<file path="config.mk">
export PLATFORM = sky130hd
export DESIGN_NAME = vdma_axi_write_master
export DESIGN_NICKNAME = d
export VERILOG_FILES = /design/src/rtl/vdma_axi_write_master.sv
export SDC_FILE = /design/constraint.sdc
export NUM_CORES = 1
export LEC_CHECK = 0
export CAP_MARGIN = 20
export CORE_MARGIN = 1.5
export CORE_UTILIZATION = 40
export CTS_BUF_LIST = sky130_fd_sc_hd__clkbuf_16
export CTS_CLUSTER_DIAMETER = 150
export DETAILED_ROUTE_END_ITERATION = 8
export PLACE_DENSITY = 0.79
export SLEW_MARGIN = 40
export SYNTH_ARGS = -nofsm -noshare
export SYNTH_HDL_FRONTEND = slang
export SYNTH_SLANG_ARGS = --single-unit
export TNS_END_PERCENT = 1
</file>
<file path="constraint.sdc">
create_clock -name ddr_clk_i -period 3.8 [get_ports ddr_clk_i]
set_clock_uncertainty 0.15 [all_clocks]
set_input_delay 0.76 -clock ddr_clk_i [delete_from_list [all_inputs] [get_ports ddr_clk_i]]
set_output_delay 0.76 -clock ddr_clk_i [all_outputs]
set_load 0.01 [all_outputs]
</file>
<file path="src/rtl/vdma_axi_write_master.sv">
// -----------------------------------------------------------------------------
// vdma_axi_write_master
//
// Last stage of the VDMA write path. Turns one burst request from the upstream
// scheduler into a single AXI4 write transaction (AW, W beats, B response).
// Burst data is pulled from the write-side data buffer through a read port
// with one cycle of latency. A 2-entry skid buffer hides that latency so the
// W channel can stream one beat per clock.
//
// Ports
//   ddr_clk_i, ddr_clk_rstn_i   clock, asynchronous active-low reset
//   write_req_i                 burst request level, held until write_ackn_o
//   write_length_i              AXI burst length (beats-1)
//   write_start_addr_i          burst byte address
//   write_ackn_o                1-cycle pulse after the AW handshake
//   write_done_o                1-cycle pulse after the B handshake
//   write_error_o               last BRESP was not OKAY; cleared on acceptance
//   buf_rd_o / buf_data_i       buffer read strobe, data one cycle later
//   aw*_o, awready_i            AXI write address channel
//   w*_o,  wready_i             AXI write data channel
//   bresp_i, bvalid_i, bready_o AXI write response channel
// -----------------------------------------------------------------------------
module vdma_axi_write_master #(
  parameter int          g_OP_DW   = 64,
  parameter int          g_AXI_IDW = 4,
  parameter int unsigned g_AXI_ID  = 0
) (
  input  logic                   ddr_clk_i,
  input  logic                   ddr_clk_rstn_i,
  input  logic                   write_req_i,
  input  logic [7:0]             write_length_i,
  input  logic [37:0]            write_start_addr_i,
  output logic                   write_ackn_o,
  output logic                   write_done_o,
  output logic                   write_error_o,
  output logic                   buf_rd_o,
  input  logic [g_OP_DW-1:0]     buf_data_i,
  output logic [g_AXI_IDW-1:0]   awid_o,
  output logic [37:0]            awaddr_o,
  output logic [7:0]             awlen_o,
  output logic [2:0]             awsize_o,
  output logic [1:0]             awburst_o,
  output logic                   awvalid_o,
  input  logic                   awready_i,
  output logic [g_OP_DW-1:0]     wdata_o,
  output logic [g_OP_DW/8-1:0]   wstrb_o,
  output logic                   wlast_o,
  output logic                   wvalid_o,
  input  logic                   wready_i,
  input  logic [1:0]             bresp_i,
  input  logic                   bvalid_i,
  output logic                   bready_o
);

  localparam logic [2:0] c_AWSIZE = 3'($clog2(g_OP_DW / 8));

  typedef enum logic [1:0] {
    ST_IDLE,
    ST_ADDR,
    ST_DATA,
    ST_RESP
  } state_t;

  state_t state_reg, state_next;

  // Holds off request acceptance in the first cycle after reset so that the
  // combinational buffer read strobe can never fire while reset is asserted.
  logic               armed_reg;
  logic [37:0]        addr_reg;
  logic [7:0]         len_reg;
  logic               awvalid_reg;
  logic               ackn_reg;
  logic               done_reg;
  logic               error_reg;
  logic [8:0]         rd_count_reg;     // buffer reads issued this burst
  logic [8:0]         beat_count_reg;   // W beats accepted this burst
  logic               rd_pending_reg;   // a read was issued last cycle
  logic [g_OP_DW-1:0] skid_mem_reg [2];
  logic               skid_wr_ptr_reg;
  logic               skid_rd_ptr_reg;
  logic [1:0]         skid_count_reg;

  logic accept;
  logic aw_fire;
  logic w_valid;
  logic w_last;
  logic w_fire;
  logic w_all_sent;
  logic rd_burst;
  logic b_fire;

  assign accept  = (state_reg == ST_IDLE) && armed_reg && write_req_i;
  assign aw_fire = awvalid_reg && awready_i;
  assign w_valid = (skid_count_reg != 2'd0);
  assign w_last  = w_valid && (beat_count_reg == {1'b0, len_reg});
  assign w_fire  = w_valid && wready_i;
  assign b_fire  = (state_reg == ST_RESP) && bvalid_i;

  // True once every beat has been accepted, including one accepted this cycle.
  // Lets the FSM skip DATA when the W burst finishes ahead of the AW handshake.
  assign w_all_sent = (beat_count_reg == ({1'b0, len_reg} + 9'd1)) || (w_fire && w_last);

  // A new read is allowed only if its data is guaranteed a free skid slot when
  // it lands: entries held plus the read in flight, minus the beat leaving now,
  // must leave at least one slot. Steady state with wready high sits at exactly
  // one held entry plus one in flight, which sustains a beat every cycle.
  assign rd_burst = ((state_reg == ST_ADDR) || (state_reg == ST_DATA)) &&
                    (rd_count_reg <= {1'b0, len_reg}) &&
                    (({1'b0, skid_count_reg} + {2'b00, rd_pending_reg}) <=
                     (3'd1 + {2'b00, w_fire}));

  // The first read is a prefetch issued in the accepting cycle.
  assign buf_rd_o = accept | rd_burst;

  // ---------------------------------------------------------------------------
  // FSM
  // ---------------------------------------------------------------------------
  always_ff @(posedge ddr_clk_i or negedge ddr_clk_rstn_i) begin
    if (!ddr_clk_rstn_i) begin
      state_reg <= ST_IDLE;
    end else begin
      state_reg <= state_next;
    end
  end

  always_comb begin
    state_next = state_reg;
    case (state_reg)
      ST_IDLE: begin
        if (accept) begin
          state_next = ST_ADDR;
        end
      end
      ST_ADDR: begin
        if (aw_fire) begin
          state_next = w_all_sent ? ST_RESP : ST_DATA;
        end
      end
      ST_DATA: begin
        if (w_fire && w_last) begin
          state_next = ST_RESP;
        end
      end
      ST_RESP: begin
        if (bvalid_i) begin
          state_next = ST_IDLE;
        end
      end
      default: state_next = ST_IDLE;
    endcase
  end

  // ---------------------------------------------------------------------------
  // Request latch, AW channel, counters and handshake pulses
  // ---------------------------------------------------------------------------
  always_ff @(posedge ddr_clk_i or negedge ddr_clk_rstn_i) begin
    if (!ddr_clk_rstn_i) begin
      armed_reg      <= 1'b0;
      addr_reg       <= '0;
      len_reg        <= '0;
      awvalid_reg    <= 1'b0;
      ackn_reg       <= 1'b0;
      done_reg       <= 1'b0;
      error_reg      <= 1'b0;
      rd_count_reg   <= '0;
      beat_count_reg <= '0;
      rd_pending_reg <= 1'b0;
    end else begin
      armed_reg      <= 1'b1;
      ackn_reg       <= aw_fire;
      done_reg       <= b_fire;
      rd_pending_reg <= buf_rd_o;

      if (accept) begin
        addr_reg       <= write_start_addr_i;
        len_reg        <= write_length_i;
        error_reg      <= 1'b0;
        awvalid_reg    <= 1'b1;
        rd_count_reg   <= 9'd1;
        beat_count_reg <= '0;
      end else begin
        if (aw_fire) begin
          awvalid_reg <= 1'b0;
        end
        if (rd_burst) begin
          rd_count_reg <= rd_count_reg + 9'd1;
        end
        if (w_fire) begin
          beat_count_reg <= beat_count_reg + 9'd1;
        end
      end

      if (b_fire) begin
        error_reg <= (bresp_i != 2'b00);
      end
    end
  end

  // ---------------------------------------------------------------------------
  // Skid buffer: 2-entry circular FIFO between buffer read port and W channel
  // ---------------------------------------------------------------------------
  always_ff @(posedge ddr_clk_i or negedge ddr_clk_rstn_i) begin
    if (!ddr_clk_rstn_i) begin
      skid_mem_reg[0] <= '0;
      skid_mem_reg[1] <= '0;
      skid_wr_ptr_reg <= 1'b0;
      skid_rd_ptr_reg <= 1'b0;
      skid_count_reg  <= '0;
    end else begin
      if (rd_pending_reg) begin
        skid_mem_reg[skid_wr_ptr_reg] <= buf_data_i;
        skid_wr_ptr_reg               <= ~skid_wr_ptr_reg;
      end
      if (w_fire) begin
        skid_rd_ptr_reg <= ~skid_rd_ptr_reg;
      end
      skid_count_reg <= 2'(skid_count_reg + {1'b0, rd_pending_reg} - {1'b0, w_fire});
    end
  end

  // ---------------------------------------------------------------------------
  // Outputs
  // ---------------------------------------------------------------------------
  assign awid_o        = g_AXI_IDW'(g_AXI_ID);
  assign awaddr_o      = addr_reg;
  assign awlen_o       = len_reg;
  assign awsize_o      = c_AWSIZE;
  assign awburst_o     = 2'b01;
  assign awvalid_o     = awvalid_reg;
  assign wdata_o       = skid_mem_reg[skid_rd_ptr_reg];
  assign wstrb_o       = '1;
  assign wlast_o       = w_last;
  assign wvalid_o      = w_valid;
  assign bready_o      = (state_reg == ST_RESP);
  assign write_ackn_o  = ackn_reg;
  assign write_done_o  = done_reg;
  assign write_error_o = error_reg;

endmodule
</file>
# Yosys cells after proc, flatten, opt, wreduce, memory -nomap -nowiden
# Index checks and enable logic that the tools add are counted.
# W data, S select, Z words.
# op_classes
add_sub_neg	7
n_lt_le_gt_ge	5
n_eq_ne	9
muxes	20
bitwise_logic	5
n_reduce_logical	20
# op_table
operator	count
$mux W64	4
$bwmux W128	1
$demux W64 S1	1
$mux W9	4
$add A9 B1 Y9 const B	2
$reduce_bool A2 Y1	6
$logic_and A1 B1 Y1	10
$add A8 B1 Y9 const B	1
$eq A9 B8 Y1	1
$eq A9 B9 Y1	1
$le A9 B8 Y1	1
$mux W2	4
$ne A2 B2 Y1 const B	4
$pmux W2 S4	1
$mux W1	5
$eq A2 B2 Y1 const B	2
$ge A2 B2 Y1 const B	2
$not A1 Y2	2
$reduce_and A4 Y1	1
$add A2 B1 Y3	1
$le A3 B2 Y1	1
$add A1 B1 Y2 const A	1
$add A2 B1 Y2	1
$eq A2 B1 Y1 const B	1
other kinds (6)	8
# totals
register_bits	204
inputBits	118
output_inout_bits	135
wordCells	82

# Logic depth before layout (Yosys ltp)
# depth
depth_word	7
ltp_mapped	9
ltp_nobuf	8

# Worst setup path after synthesis
# No wires, ideal clock.
# synth_path
path_type	register to output
startpoint	register skid_count_reg[1]
endpoint	output buf_rd_o
arrival_ns	2.379
required_time_ns	2.890
path_slack_ns	0.511
stages_incl_launch_ff	9
path_buffers	1
path_cell_list	dfrtp_1 or2_2 nand2_1 fa_1 nor3b_1 o21ai_0 nand3_1 clkbuf_1 o21ai_0
# synth_via
elab_chain_len	6
word_cells_on_any_way	7
classes_between	add/sub (2); order compare (1); bitwise (1); reduce/logical (3)
# synth_lines
element	line_no	text
from (decl)	81	logic [1:0] skid_count_reg;
from (signal assigned)	217	skid_count_reg <= 2'(skid_count_reg + {1'b0, rd_pending_reg} - {1'b0, w_fire});
$reduce_bool A2 Y1	94	assign w_valid = (skid_count_reg != 2'd0);
via wvalid_o	48	output logic wvalid_o,
$logic_and A1 B1 Y1	96	assign w_fire = w_valid && wready_i;
$add A1 B1 Y2	110	(3'd1 + {2'b00, w_fire}));
$le A3 B2 Y1	109	(({1'b0, skid_count_reg} + {2'b00, rd_pending_reg}) <=
$logic_and A1 B1 Y1	108	(rd_count_reg <= {1'b0, len_reg}) &&
$or A1 B1 Y1	113	assign buf_rd_o = accept | rd_burst;
to (decl)	36	output logic buf_rd_o,
# The timed path passes the listed nets, and every way through them passes these cells.

# Worst setup path in the final report
# layout_path
startpoint	input wready_i
endpoint	output buf_rd_o
# layout_via
elab_chain_len	5
# layout_lines
element	line_no	text
from (decl)	49	input logic wready_i,
$logic_and A1 B1 Y1	96	
$add A1 B1 Y2	110	
$le A3 B2 Y1	109	
$logic_and A1 B1 Y1	108	
$or A1 B1 Y1	113	
# Every way passes these cells.

==> metrics.cfg <==
[setup_path]
r2r_cells = 9
crit_type = in2out
r2r_start = skid_count_reg[0]
cp-end-kind = primary output
path_cells = clkdlybuf4s50_1 > nand2_1 > fa_1 > nor3b_1 > o21ai_1 > nand3_1 > o21ai_0 > buf_4 > clkdlybuf4s15_1
cp_slowest_cell = clkdlybuf4s50_1
cpPeakStageDelay_ns = 0.48
cp-start-kind = input port
r2r_end = rd_count_reg[8]
reg2reg_slack_ns = 1.05
path_max_fanout = 2
crit_arrival_ns = 2.75
critical_path_required_ns = 2.89

[clock_network]
clkSlewWorstSetupHoldPaths_ns = 0.06
cts_hold_buffers = 0
clockRootBuffer = clkbuf_16
insertion_delay_ns = 0.51
cts_buffer_depth = 3
cts_tree = yes
cts_sinks = 204
cts_buffers = 23
htreeDepth = 1

[die]
start_util_pct = 41.1
ios = 253
die_area_um2 = 24400
die_w_um = 156
coreArea_um2 = 22800
rows = 55
die_h_um = 156

[place]
dpl.hpwl_mm = 14.9
dp_cells = 1297
place.gp.congestion = 0.833
port_buffers = 235

[cells_and_area]
area_growth_pct = 36.3
layout-drive-gt1-share_pct = 25.2
layout_common_cells = 233 x clkdlybuf4s50_1, 202 x dfrtp_1, 192 x mux2_2, 138 x nand2_1, 23 x clkbuf_16
diodes = 0
nNetsFinal = 1150
fillers = 1873
fin_cells = 1341
largest_reg_flops = 128
mostFrequentLayoutCell = clkdlybuf4s50_1

[power_and_ir_drop]
clock_power_share_pct = 18.1
p_int_mw = 7.63
switching_share_pct = 33.2
p_comb_share_pct = 47.8
vdd_drop_max_uv = 468
power.density_nw_per_um2 = 893
cellLeakagePower_nw = 5.55
p_total_mw = 11.4
p_seq_share_pct = 34.1
switching_power_mw = 3.79

[global_routing]
grt_pass1_wl_mm = 34.5
met3_usage_pct = 6.11
grt_usage_pct = 17.5
grt_pass1_vias = 6859
grt_max_degree = 79
grt_util_met1_pct = 20.8
overflow = 0
antenna_found_initial = 0
grt_use_met2_pct = 30.2
grt-busiest-layer = met2

[routing]
drtIter0Drc = 249
postRouteAntennaNets = 0
post-route-drc-count = 0
vias = 6526
vias_per_cell = 4.87
routedWlPerCell_um = 16.1
postRouteWirelength_mm = 21.6
first_pass_iters = 4

[synth]
syn_area_per_cell_um2 = 12.1
synth_top_area_cell = dfrtp_1
synthMuxAreaShare_pct = 23.3
async_reset_ff_share_pct = 100
synth_top_family_by_area = multiplexers
synth_cell_types = 52
synth_top_area_share_pct = 54.4
synth_compound_gate_area_share_pct = 3.27
synth-seq-area-share_pct = 54.4
synth_warnings = 0
synthCells = 773
synth_edf_count = 0
synth_xor_area_share_pct = 2.31
synthAdderAreaFrac_pct = 2.88
ys_ff_latch = 204
synth_simple_gate_area_share_pct = 9.85
synth.top_cells.by_area = dfrtp_1 54%, mux2_2 23%, nand2_1 5.6%
synth_area_um2 = 9380
synth_flop_cell = dfrtp_1

[timing]
rsz0062_at_grt = no
worst_pin_slew_ns = 0.669
max_slew_margin_pct = 55.4
finalCriticalPeriod_ns = 3.66
drv_slew = 0
min_period_over_period_pct = 96.2
hold_violations = 0
setup_viol = 0
fmaxAchievable_mhz = 274

[status]
status = completed

[flow_run]
cap_viol_max_count = 0

[min_path]
min_path_type = in2async

per-stage QoR:
step	util (%)	setup slack (ns)	setup TNS, ns	hold WS, ns	instance area [um2]
detailed placement	52.8	-0.210	-0.210	0.311	12100
CTS	55.9	0.0495	0	0.0974	12800
floorplan	-	0.511	0	0.313	9440
global route	56.0	0.0126	0	0.131	12800
global placement	52.8	-0.198	-0.198	0.306	12100
finish	56.0	0.144	0	0.104	12800
cell families after synthesis:
family / count (synthesis)
XOR/XNOR: 23
flip-flops: 204
other: 2
buffers and inverters: 76
adder cells (fa/ha/maj): 21
AND/OR/NAND/NOR: 204
multiplexers: 194
AO/OA/AOI/OAI: 49
worst max-delay path, delay by kind of cell:
family                   cells  cell delay [ns]
buffers and inverters        3             0.87
adder cells (fa/ha/maj)      1             0.48
AND/OR/NAND/NOR              3             0.36
AO/OA/AOI/OAI                2             0.28
synth_stat cells, types with 10 or more instances:
master    count
mux2_2      192
dfrtp_1     204
buf_4        17
clkbuf_1     26
o21ai_0      13
nand3_1      10
xor2_1       14
inv_1        22
nor2_1       13
nand2_1     139
a21oi_1      14
ha_1         20
power by group through the flow:
stage | clock network, mW | logic (mW) | registers, mW
3_5_place_dp | 0 | 5.49 | 3.93
2_1_floorplan | 0 | 3.00 | 3.85
3_3_place_gp | 0 | 5.39 | 3.85
5_1_grt | 2.22 | 5.92 | 4.03
4_1_cts | 2.13 | 5.51 | 3.90
6_report | 2.07 | 5.46 | 3.89
final cells by class:
cell class | count | area [um2] | area share (%)
Multi-Input combinational cell | 509 | 3980 | 31.1
Inverter | 23 | 86.3 | 0.675
Clock inverter | 19 | 125 | 0.978
Tap cell | 313 | 392 | 3.06
Timing Repair Buffer | 250 | 2520 | 19.7
Clock buffer | 23 | 576 | 4.50
Sequential cell | 204 | 5110 | 39.9
what timing repair did:
action	CTS	global route
hold endpoints to repair	0	0
endpoints found under the setup margin	1	1
resized for setup	2	2
buffers inserted	0	2
metal layers:
layer | part of all wire, % | vias up | wire length (um)
met2 | 47 | 237 | 10100
met3 | 9.9 | 32 | 2130
met5 | 0 | - | 0
met4 | 2.0 | 0 | 436
met1 | 41 | 3152 | 8940
li1 | - | 3105 | -
how the worst max path moves through the flow:
stage | startpoint | end | slack (ns)
after floorplan | skid_count_reg[1] | buf_rd_o | 0.51
final | wready_i | buf_rd_o | 0.14
after detailed placement | wready_i | buf_rd_o | -0.21
after CTS | wready_i | buf_rd_o | 0.05
after global placement | wready_i | buf_rd_o | -0.20
after global routing | skid_count_reg[0] | buf_rd_o | 0.01
Power figures use the tool's default switching activity.
